==> src/rtl/accbuf_wr_arbiter.sv <==
// accbuf_wr_arbiter: funnels the per-channel mix/accumulate results into the
// single accumulation-buffer write port. Each channel owns a small FIFO and a
// private write pointer inside its own address region. Non-empty FIFOs are
// drained round-robin, one buffer write per cycle.
//
// Handshake: the requesters have no ready. An in_valid pulse is a one-cycle
// offer that is either stored in the channel FIFO or dropped (which sets the
// sticky overflow bit). The buffer side has no ready either: we=1 means
// addr/data are written at that cycle, unconditionally.
module accbuf_wr_arbiter #(
  parameter int NCHAN      = 4,
  parameter int DATAWIDTH  = 64,
  parameter int ADDRWIDTH  = 12,
  parameter int FIFO_DEPTH = 4
) (
  input  logic                       clk,
  input  logic                       reset,
  input  logic                       resetacc,
  input  logic [NCHAN-1:0]           in_valid,
  input  logic [NCHAN*DATAWIDTH-1:0] in_data,
  output logic                       we,
  output logic [ADDRWIDTH-1:0]       addr,
  output logic [DATAWIDTH-1:0]       data,
  output logic [NCHAN-1:0]           overflow,
  output logic [NCHAN-1:0]           wrapped,
  output logic                       busy
);

  localparam int CW = $clog2(NCHAN);
  localparam int PW = ADDRWIDTH - CW;
  localparam int FW = $clog2(FIFO_DEPTH);

  // Per-channel FIFO storage and bookkeeping.
  logic [DATAWIDTH-1:0] mem    [NCHAN][FIFO_DEPTH];
  logic [FW-1:0]        rd_idx [NCHAN];
  logic [FW-1:0]        wr_idx [NCHAN];
  logic [FW:0]          count  [NCHAN];
  logic [PW-1:0]        ptr    [NCHAN];

  logic [CW-1:0]    last_grant;
  logic             grant_valid;
  logic [CW-1:0]    grant;
  logic [CW-1:0]    cand;
  logic [NCHAN-1:0] nonempty;
  logic [NCHAN-1:0] pop;
  logic [NCHAN-1:0] push_ok;

  // Occupancy flags come from registered counts only, so a word pushed this
  // edge becomes grantable one cycle later (no bypass path).
  always_comb begin
    for (int i = 0; i < NCHAN; i++) begin
      nonempty[i] = (count[i] != '0);
    end
  end

  // Round-robin search: offsets are scanned from largest to smallest so the
  // channel closest above last_grant is the one left standing. Offset NCHAN
  // truncates to last_grant itself, which therefore has the lowest priority.
  always_comb begin
    grant_valid = 1'b0;
    grant       = last_grant;
    cand        = last_grant;
    for (int k = NCHAN; k >= 1; k--) begin
      cand = last_grant + CW'(k);
      if (nonempty[cand]) begin
        grant_valid = 1'b1;
        grant       = cand;
      end
    end
  end

  // Pop follows the grant; a push is accepted when there is room, counting
  // the slot freed by a same-edge pop. resetacc discards both.
  always_comb begin
    for (int i = 0; i < NCHAN; i++) begin
      pop[i]     = grant_valid && (grant == CW'(i)) && !resetacc;
      push_ok[i] = in_valid[i] && !resetacc &&
                   ((count[i] != (FW+1)'(FIFO_DEPTH)) || pop[i]);
    end
  end

  // FIFO storage write; contents need no reset because count gates reads.
  always_ff @(posedge clk) begin
    for (int i = 0; i < NCHAN; i++) begin
      if (push_ok[i]) begin
        mem[i][wr_idx[i]] <= in_data[i*DATAWIDTH +: DATAWIDTH];
      end
    end
  end

  // FIFO indices, pointers, sticky flags and the registered write port.
  always_ff @(posedge clk or posedge reset) begin
    if (reset) begin
      for (int i = 0; i < NCHAN; i++) begin
        rd_idx[i] <= '0;
        wr_idx[i] <= '0;
        count[i]  <= '0;
        ptr[i]    <= '0;
      end
      overflow   <= '0;
      wrapped    <= '0;
      last_grant <= CW'(NCHAN - 1);
      we         <= 1'b0;
      addr       <= '0;
      data       <= '0;
    end else if (resetacc) begin
      for (int i = 0; i < NCHAN; i++) begin
        rd_idx[i] <= '0;
        wr_idx[i] <= '0;
        count[i]  <= '0;
        ptr[i]    <= '0;
      end
      overflow   <= '0;
      wrapped    <= '0;
      last_grant <= CW'(NCHAN - 1);
      we         <= 1'b0;
    end else begin
      for (int i = 0; i < NCHAN; i++) begin
        if (pop[i]) begin
          rd_idx[i] <= rd_idx[i] + FW'(1);
        end
        if (push_ok[i]) begin
          wr_idx[i] <= wr_idx[i] + FW'(1);
        end
        if (push_ok[i] && !pop[i]) begin
          count[i] <= count[i] + (FW+1)'(1);
        end else if (!push_ok[i] && pop[i]) begin
          count[i] <= count[i] - (FW+1)'(1);
        end
        if (in_valid[i] && !push_ok[i]) begin
          overflow[i] <= 1'b1;
        end
      end
      we <= grant_valid;
      if (grant_valid) begin
        addr        <= {grant, ptr[grant]};
        data        <= mem[grant][rd_idx[grant]];
        ptr[grant]  <= ptr[grant] + PW'(1);
        last_grant  <= grant;
        if (&ptr[grant]) begin
          wrapped[grant] <= 1'b1;
        end
      end
    end
  end

  // Activity indicator for the surrounding control logic.
  assign busy = (|nonempty) | we;

endmodule
==> config.mk <==
export PLATFORM = sky130hd
export DESIGN_NAME = accbuf_wr_arbiter
export DESIGN_NICKNAME = d
export VERILOG_FILES = /design/src/rtl/accbuf_wr_arbiter.sv
export SDC_FILE = /design/constraint.sdc
export NUM_CORES = 1
export LEC_CHECK = 0
export BUFFER_PORTS_ARGS = -buffer_cell sky130_fd_sc_hd__buf_2
export CAP_MARGIN = 10
export CORE_MARGIN = 2
export CORE_UTILIZATION = 30
export CTS_CLUSTER_DIAMETER = 80
export CTS_CLUSTER_SIZE = 30
export DETAILED_ROUTE_END_ITERATION = 12
export HOLD_SLACK_MARGIN = 0.12
export PLACE_DENSITY_LB_ADDON = 0.3
export SYNTH_ARGS = -nofsm -noshare
export SYNTH_HDL_FRONTEND = slang
export SYNTH_SLANG_ARGS = --single-unit
==> constraint.sdc <==
create_clock -name clk -period 9.8 [get_ports clk]
set_input_delay 1.47 -clock clk [delete_from_list [all_inputs] [get_ports clk]]
set_output_delay 1.47 -clock clk [all_outputs]
set_load 0.05 [all_outputs]
==> impl_metrics.json, run 1 <==
{
  "yosysWarnings": 0,
  "min_period_ns": 5.85,
  "initial_utilization_pct": 30.1,
  "synth_edf_count": 1024,
  "portBuffers": 348,
  "rsz0062_at_grt": "no",
  "synthAdderAreaFrac_pct": 0.625,
  "status": "completed",
  "post-cts-setup-buffers": 0,
  "relSlewSlack_pct": 19.9,
  "slew_viol_final": 0,
  "rows": 145,
  "syn_nets": 3861,
  "setup_viol": 0,
  "grt_pass1_vias": 29078,
  "synth_top_area_share_pct": 65.6,
  "p_leak_uw": 0.0193,
  "core_area_mm2": 0.156,
  "htree_levels": 2,
  "ys_top_cells_by_count": "nand2_1, edfxtp_1, nand3_1, clkbuf_1, dfrtp_1",
  "synthMuxAreaShare_pct": 0.873,
  "drc": 0,
  "ys_async_sr_fraction_pct": 13.1,
  "area_growth_pct": 12.7,
  "cts-root-buf": "clkbuf_16",
  "crit_required_ns": 10.13,
  "r2r_start": "count[0]$_DFFE_PP0P_",
  "avgSynthCellArea_um2": 13.1,
  "antenna_found_initial": 85,
  "routed-via-count": 29890,
  "grt_first_pass_wirelength_um": 207000,
  "cts.sinks": 1179,
  "yosys_most_used_dff": "edfxtp_1",
  "syn_inst": 3577,
  "worst_pin_slew_ns": 1.20,
  "synthMostInstantiatedCell": "nand2_1",
  "synth-xor-area-share_pct": 0.392,
  "dr.pass1.iters": 6,
  "critical_path_class": "input pin to flip-flop",
  "startpoint_type": "input pin",
  "final_layout_size_suffix_gt1_share_pct": 13.8,
  "die-area_mm2": 0.159,
  "synth_area_mm2": 0.0469,
  "wl_per_cell_um": 24.5,
  "place_area_mm2": 0.0507,
  "avgViaCountPerCell": 5.05,
  "ios": 349,
  "cts_resized": 0,
  "critPathArrivalTime_ns": 6.18,
  "design_area_mm2": 0.0528,
  "ys_ff_latch": 1179,
  "drtIter0Drc": 2731,
  "clk-insertion-delay-late_ns": 0.71,
  "drv_cap": 0,
  "cts_made_buffers": 56,
  "synth_compound_area_share_pct": 7.35,
  "crit_start": "resetacc",
  "critical_path.max_fanout": 44,
  "synthTopCellsByArea": "edfxtp_1, nand2_1, dfrtp_1",
  "synth_top_area_cell": "edfxtp_1",
  "clk_pin_slew_ns": 0.11,
  "dieHeight_um": 399,
  "gp_congestion": 0.816,
  "ys_seq_area_share_pct": 73.9,
  "overflow": 0,
  "power_density_mw_per_mm2": 348,
  "synth_cell_type_count": 61,
  "period_share_pct": 59.7,
  "track_usage_pct": 17.8,
  "finalHoldViolations": 0,
  "min_path_type": "flip-flop to flip-flop",
  "finClkSkew_ns": 0.0430,
  "end_kind": "flip-flop",
  "dp_hpwl_um": 87200,
  "ant_nets": 0,
  "holdBufCountCts": 0,
  "ff2ff_path_depth": 9,
  "fin_setup_tns_ns": 0,
  "fillers": 15348,
  "grt_start_max_net_pins": 191,
  "drt-total-wl_um": 145000,
  "nets": 4072,
  "r2r_slack_ns": 4.26,
  "max-vdd-ir-drop_v": 0.000589,
  "synth-simple-area-share_pct": 14.6,
  "reg2reg_to": "mem[0][113]$_DFFE_PP_",
  "fmax_mhz": 171,
  "clockBufferDepth": 3,
  "cts_tree": "built",
  "die_w_um": 399,
  "synth_top_family_by_area": "simple AND/OR/NAND/NOR gates",
  "worstSetupEndpoint": "mem[0][113]$_DFFE_PP_"
}
==> cell usage in the layout (no fill, tap or decap), types with 4 or more instances in the layout <==
cell,synthesis,layout
xnor2_1,13,13
bufinv_16,0,5
buf_4,2,39
xor2_1,8,8
mux2i_4,4,4
diode_2,0,25
nor3_1,6,6
o21ai_0,16,16
a21oi_1,5,5
o2bb2ai_1,5,5
nor2_1,46,46
a311oi_1,129,129
nand2_1,1097,1095
clkbuf_16,0,59
a211oi_1,4,4
buf_2,52,348
edfxtp_1,1024,1024
and2_4,0,16
ha_1,17,17
o31ai_1,5,5
inv_1,22,21
clkbuf_1,158,10
nand3_1,270,269
inv_8,0,5
and3_1,130,129
clkinv_16,0,4
inv_12,0,6
a31oi_1,130,130
a21o_1,66,66
mux2i_1,28,28
dfrtp_1,153,153
inv_6,0,4
fa_1,4,4
o22ai_1,64,64
a22o_1,32,32
clkinv_2,0,4
==> metal layers <==
metal,track usage [%],vias up,part of all wire [%]
met5,0,-,0.32
met4,5.16,72,2.6
li1,-,13526,-
met1,24.2,15100,44
met2,28.3,933,46
met3,4.17,259,7.2
==> worst max-delay path, cell delays in order <==
cell     delay, ns
buf_2         0.11
buf_4         0.26
inv_1         0.37
nand2_4       0.50
inv_2         0.52
nand2_1       0.17
nor2_1        0.75
nor2_1        0.16
nor2b_1       0.37
and2_4        0.78
buf_4         0.62
==> logic make-up (layout without fill, tap and decap cells) <==
kind of cell               count (synthesis)  after routing
xor gates and xnor gates                  21             21
adders and majority gates                 21             21
muxes                                     35             35
DFF                                     1179           1179
AOI/OAI and AO/OA                        468            468
buffers and inverters                    260            518
and+or+nand+nor                         1593           1593
other                                      0             25
==> sequential cells by signal, indices dropped and copies added (netlist names) <==
signal	cells
rd_idx	8
wrapped	4
data	64
overflow	4
wr_idx	8
count	12
addr	12
last_grant	2
we	1
ptr	40
mem	1024
==> layout make-up <==
cell class / instances / area [µm²] / area share [%]
Sequential cell: 1179 / 34600 / 65.6
Multi-Input combinational cell: 2138 / 11300 / 21.3
Tap cell: 2058 / 2570 / 4.87
Timing Repair Buffer: 390 / 2090 / 3.97
Clock buffer: 70 / 1530 / 2.89
Clock inverter: 35 / 566 / 1.07
Inverter: 23 / 93.8 / 0.178
Antenna cell: 25 / 62.6 / 0.118
==> power by group <==
part	total, µW	switching (µW)	internal (µW)
Sequential	6280	277	6000
Clock	3100	1770	1340
Combinational	9020	6340	2680
Total	18400	8390	10000
==> worst min path at each step <==
stage,to,cells after the start,start
6_report,addr[6]$_DFFE_PP0P_,2,addr[6]$_DFFE_PP0P_
5_1_grt,data[59]$_DFFE_PP0P_,1,data[59]$_DFFE_PP0P_
4_1_cts,addr[7]$_DFFE_PP0P_,2,addr[7]$_DFFE_PP0P_
3_5_place_dp,data[1]$_DFFE_PP0P_,1,data[1]$_DFFE_PP0P_
3_3_place_gp,data[0]$_DFFE_PP0P_,1,data[0]$_DFFE_PP0P_
2_1_floorplan,ptr[13]$_DFFE_PP0P_,2,ptr[13]$_DFFE_PP0P_
==> metrics by stage <==
stage / util, % / setup WS (ns) / hold WS (ns) / power (µW) / instances
3_3_place_gp: 32.5 / 3.37 / 0.456 / 15400 / 5788
4_1_cts: 33.9 / 3.91 / 0.483 / 18500 / 5893
6_report: 33.9 / 3.95 / 0.480 / 18400 / 5918
2_1_floorplan: - / 4.16 / 0.448 / 12900 / 3577
3_5_place_dp: 32.5 / 3.18 / 0.460 / 15400 / 5788
5_1_grt: 33.9 / 3.68 / 0.497 / 19600 / 5907
(Power assumes the default switching activity.)
==> run 2: changes to the inputs <==
- clock period: 9.8 -> 4.75 ns (I/O delays scaled with it)
==> run 2 against run 1 <==
Against the previous run:
- sequential power up 110%
- cell count increased by 0.42%
- cell area increased by 1.5%
- largest cell class unchanged
- combinational power is 110% higher
- worst setup slack lost 3.2 ns
- die area is the same
- largest power group unchanged
- sequential cell count unchanged
- global-route usage hardly changed
- total power grew 110%
==> impl_metrics.json, run 2 (same netlist as run 1, synthesis figures left out) <==
{
  "cts_tree": "built",
  "worst_pin_slew_ns": 1.23,
  "min_path_type": "input pin to flip-flop",
  "critical_path_class": "flip-flop to flip-flop",
  "avgViaCountPerCell": 5.06,
  "fillers": 15312,
  "ios": 349,
  "dr.pass1.iters": 5,
  "startpoint_type": "flip-flop",
  "track_usage_pct": 17.8,
  "fin_setup_tns_ns": 0,
  "cts.sinks": 1179,
  "clockBufferDepth": 3,
  "critical_path.max_fanout": 186,
  "finClkSkew_ns": 0.0590,
  "setup_viol": 0,
  "seqCellArea_mm2": 0.0346,
  "pwr-share-clk_pct": 17.1,
  "largest_register_ff_count": 1024,
  "routed-via-count": 30052,
  "clk-insertion-delay-late_ns": 0.72,
  "swShare_pct": 45.4,
  "initial_utilization_pct": 30.1,
  "dp_hpwl_um": 86700,
  "die_w_um": 399,
  "grt_start_max_net_pins": 188,
  "p_int_uw": 21100,
  "drt-total-wl_um": 145000,
  "fmax_mhz": 250,
  "final_layout_size_suffix_gt1_share_pct": 14.7,
  "relSlewSlack_pct": 18.3,
  "dieHeight_um": 399,
  "rsz0062_at_grt": "no",
  "min_period_ns": 4.01,
  "pwr-share-seq_pct": 33.4,
  "period_share_pct": 84.3,
  "final_common_cell": "nand2_1",
  "netSwitchingPower_uw": 17500,
  "gp_congestion": 0.773,
  "htree_levels": 2,
  "end_kind": "flip-flop",
  "nets": 4111,
  "cts_resized": 0,
  "final_cell_mix": "nand2_1, edfxtp_1, buf_2",
  "cts_made_buffers": 59,
  "p_leak_uw": 0.0197,
  "combPwrFrac_pct": 49.5,
  "crit_required_ns": 5.39,
  "r2r_slack_ns": 0.74,
  "max_stage_delay_ns": 0.63,
  "core_area_mm2": 0.156,
  "grt_pass1_vias": 29373,
  "cts-root-buf": "clkbuf_16",
  "finalHoldViolations": 0,
  "post-cts-setup-buffers": 0,
  "multi_input_area_mm2": 0.0113,
  "max-vdd-ir-drop_v": 0.00115,
  "ant_nets": 0,
  "slew_viol_final": 0,
  "power_density_mw_per_mm2": 719,
  "grt_first_pass_wirelength_um": 209000,
  "p_total_uw": 38500,
  "cp_slowest_cell": "buf_12",
  "overflow": 0,
  "path_buf_inv": 2,
  "crit_chain": "nor3_1 -> a211o_1 -> and3_4 -> buf_4 -> buf_12 -> nand2_1 -> and3_1 -> a311oi_1 -> a31oi_1 -> o22ai_1 -> a21o_1",
  "drc": 0,
  "clk_pin_slew_ns": 0.12,
  "antenna_found_initial": 51,
  "area_growth_pct": 14.4,
  "rows": 145,
  "drtIter0Drc": 3018,
  "critical_path.top_delay_family": "simple AND/OR/NAND/NOR gates",
  "portBuffers": 348,
  "wl_per_cell_um": 24.4,
  "status": "completed",
  "critPathArrivalTime_ns": 4.65,
  "die-area_mm2": 0.159,
  "drv_cap": 0
}
run 2: worst register-to-register path: stages, from the launching register on:
cell	delay, ns
dfrtp_1	0.44
nor3_1	0.46
a211o_1	0.26
and3_4	0.48
buf_4	0.43
buf_12	0.66
nand2_1	0.32
and3_1	0.22
a311oi_1	0.25
a31oi_1	0.08
o22ai_1	0.21
a21o_1	0.11
run 2: path summary, 6_finish.rpt:
path | startpoint | end | cells after the start
min in group asynchronous | reset | data[14]$_DFFE_PP0P_ | 3
setup / recovery | count[1]$_DFFE_PP0P_ | data[34]$_DFFE_PP0P_ | 11
hold reg to reg | addr[5]$_DFFE_PP0P_ | addr[5]$_DFFE_PP0P_ | 2
setup reg to reg | count[1]$_DFFE_PP0P_ | data[34]$_DFFE_PP0P_ | 11
hold / removal | in_data[89] | mem[1][25]$_DFFE_PP_ | 1
max in group asynchronous | reset | data[52]$_DFFE_PP0P_ | 4
run 2: cell type report:
cell class                      count  area share (%)
Clock buffer                       73            2.95
Inverter                           23           0.168
Clock inverter                     36            1.21
Tap cell                         2058            4.80
Timing Repair Buffer              426            5.21
Antenna cell                       10          0.0467
Sequential cell                  1179            64.6
Multi-Input combinational cell   2138            21.0
run 2: power by group through the flow:
stage,registers [µW],logic (µW),clock network [µW]
finish,12900,19100,6590
CTS,12900,19200,6740
global placement,13100,19100,0
floorplan,14000,12500,0
detailed placement,13100,19200,0
global route,13000,20900,7060
run 2: routing by layer:
metal	vias up	GRT usage, %	share of wire (%)
met5	-	0	0.23
met4	58	3.18	1.7
met3	206	3.78	6.8
met2	925	29.0	47
met1	15278	24.6	44
li1	13585	-	-
run 2: what timing repair did:
action,in CTS,in global routing
endpoints found under the hold margin,14,0
hold buffers,1,0
setup endpoints to repair,0,0
run 2: through the flow:
step / cells / worst slack [ns] / util (%) / area (µm²) / hold WS (ns)
after floorplan: 3577 / 0.506 / - / 46900 / 0.448
after global placement: 5823 / 0.801 / 33.0 / 51400 / 0.454
after detailed placement: 5823 / 0.814 / 33.0 / 51400 / 0.459
after CTS: 5933 / 0.743 / 34.4 / 53600 / 0.144
after global routing: 5936 / 0.474 / 34.4 / 53600 / 0.163
final: 5943 / 0.744 / 34.4 / 53600 / 0.206
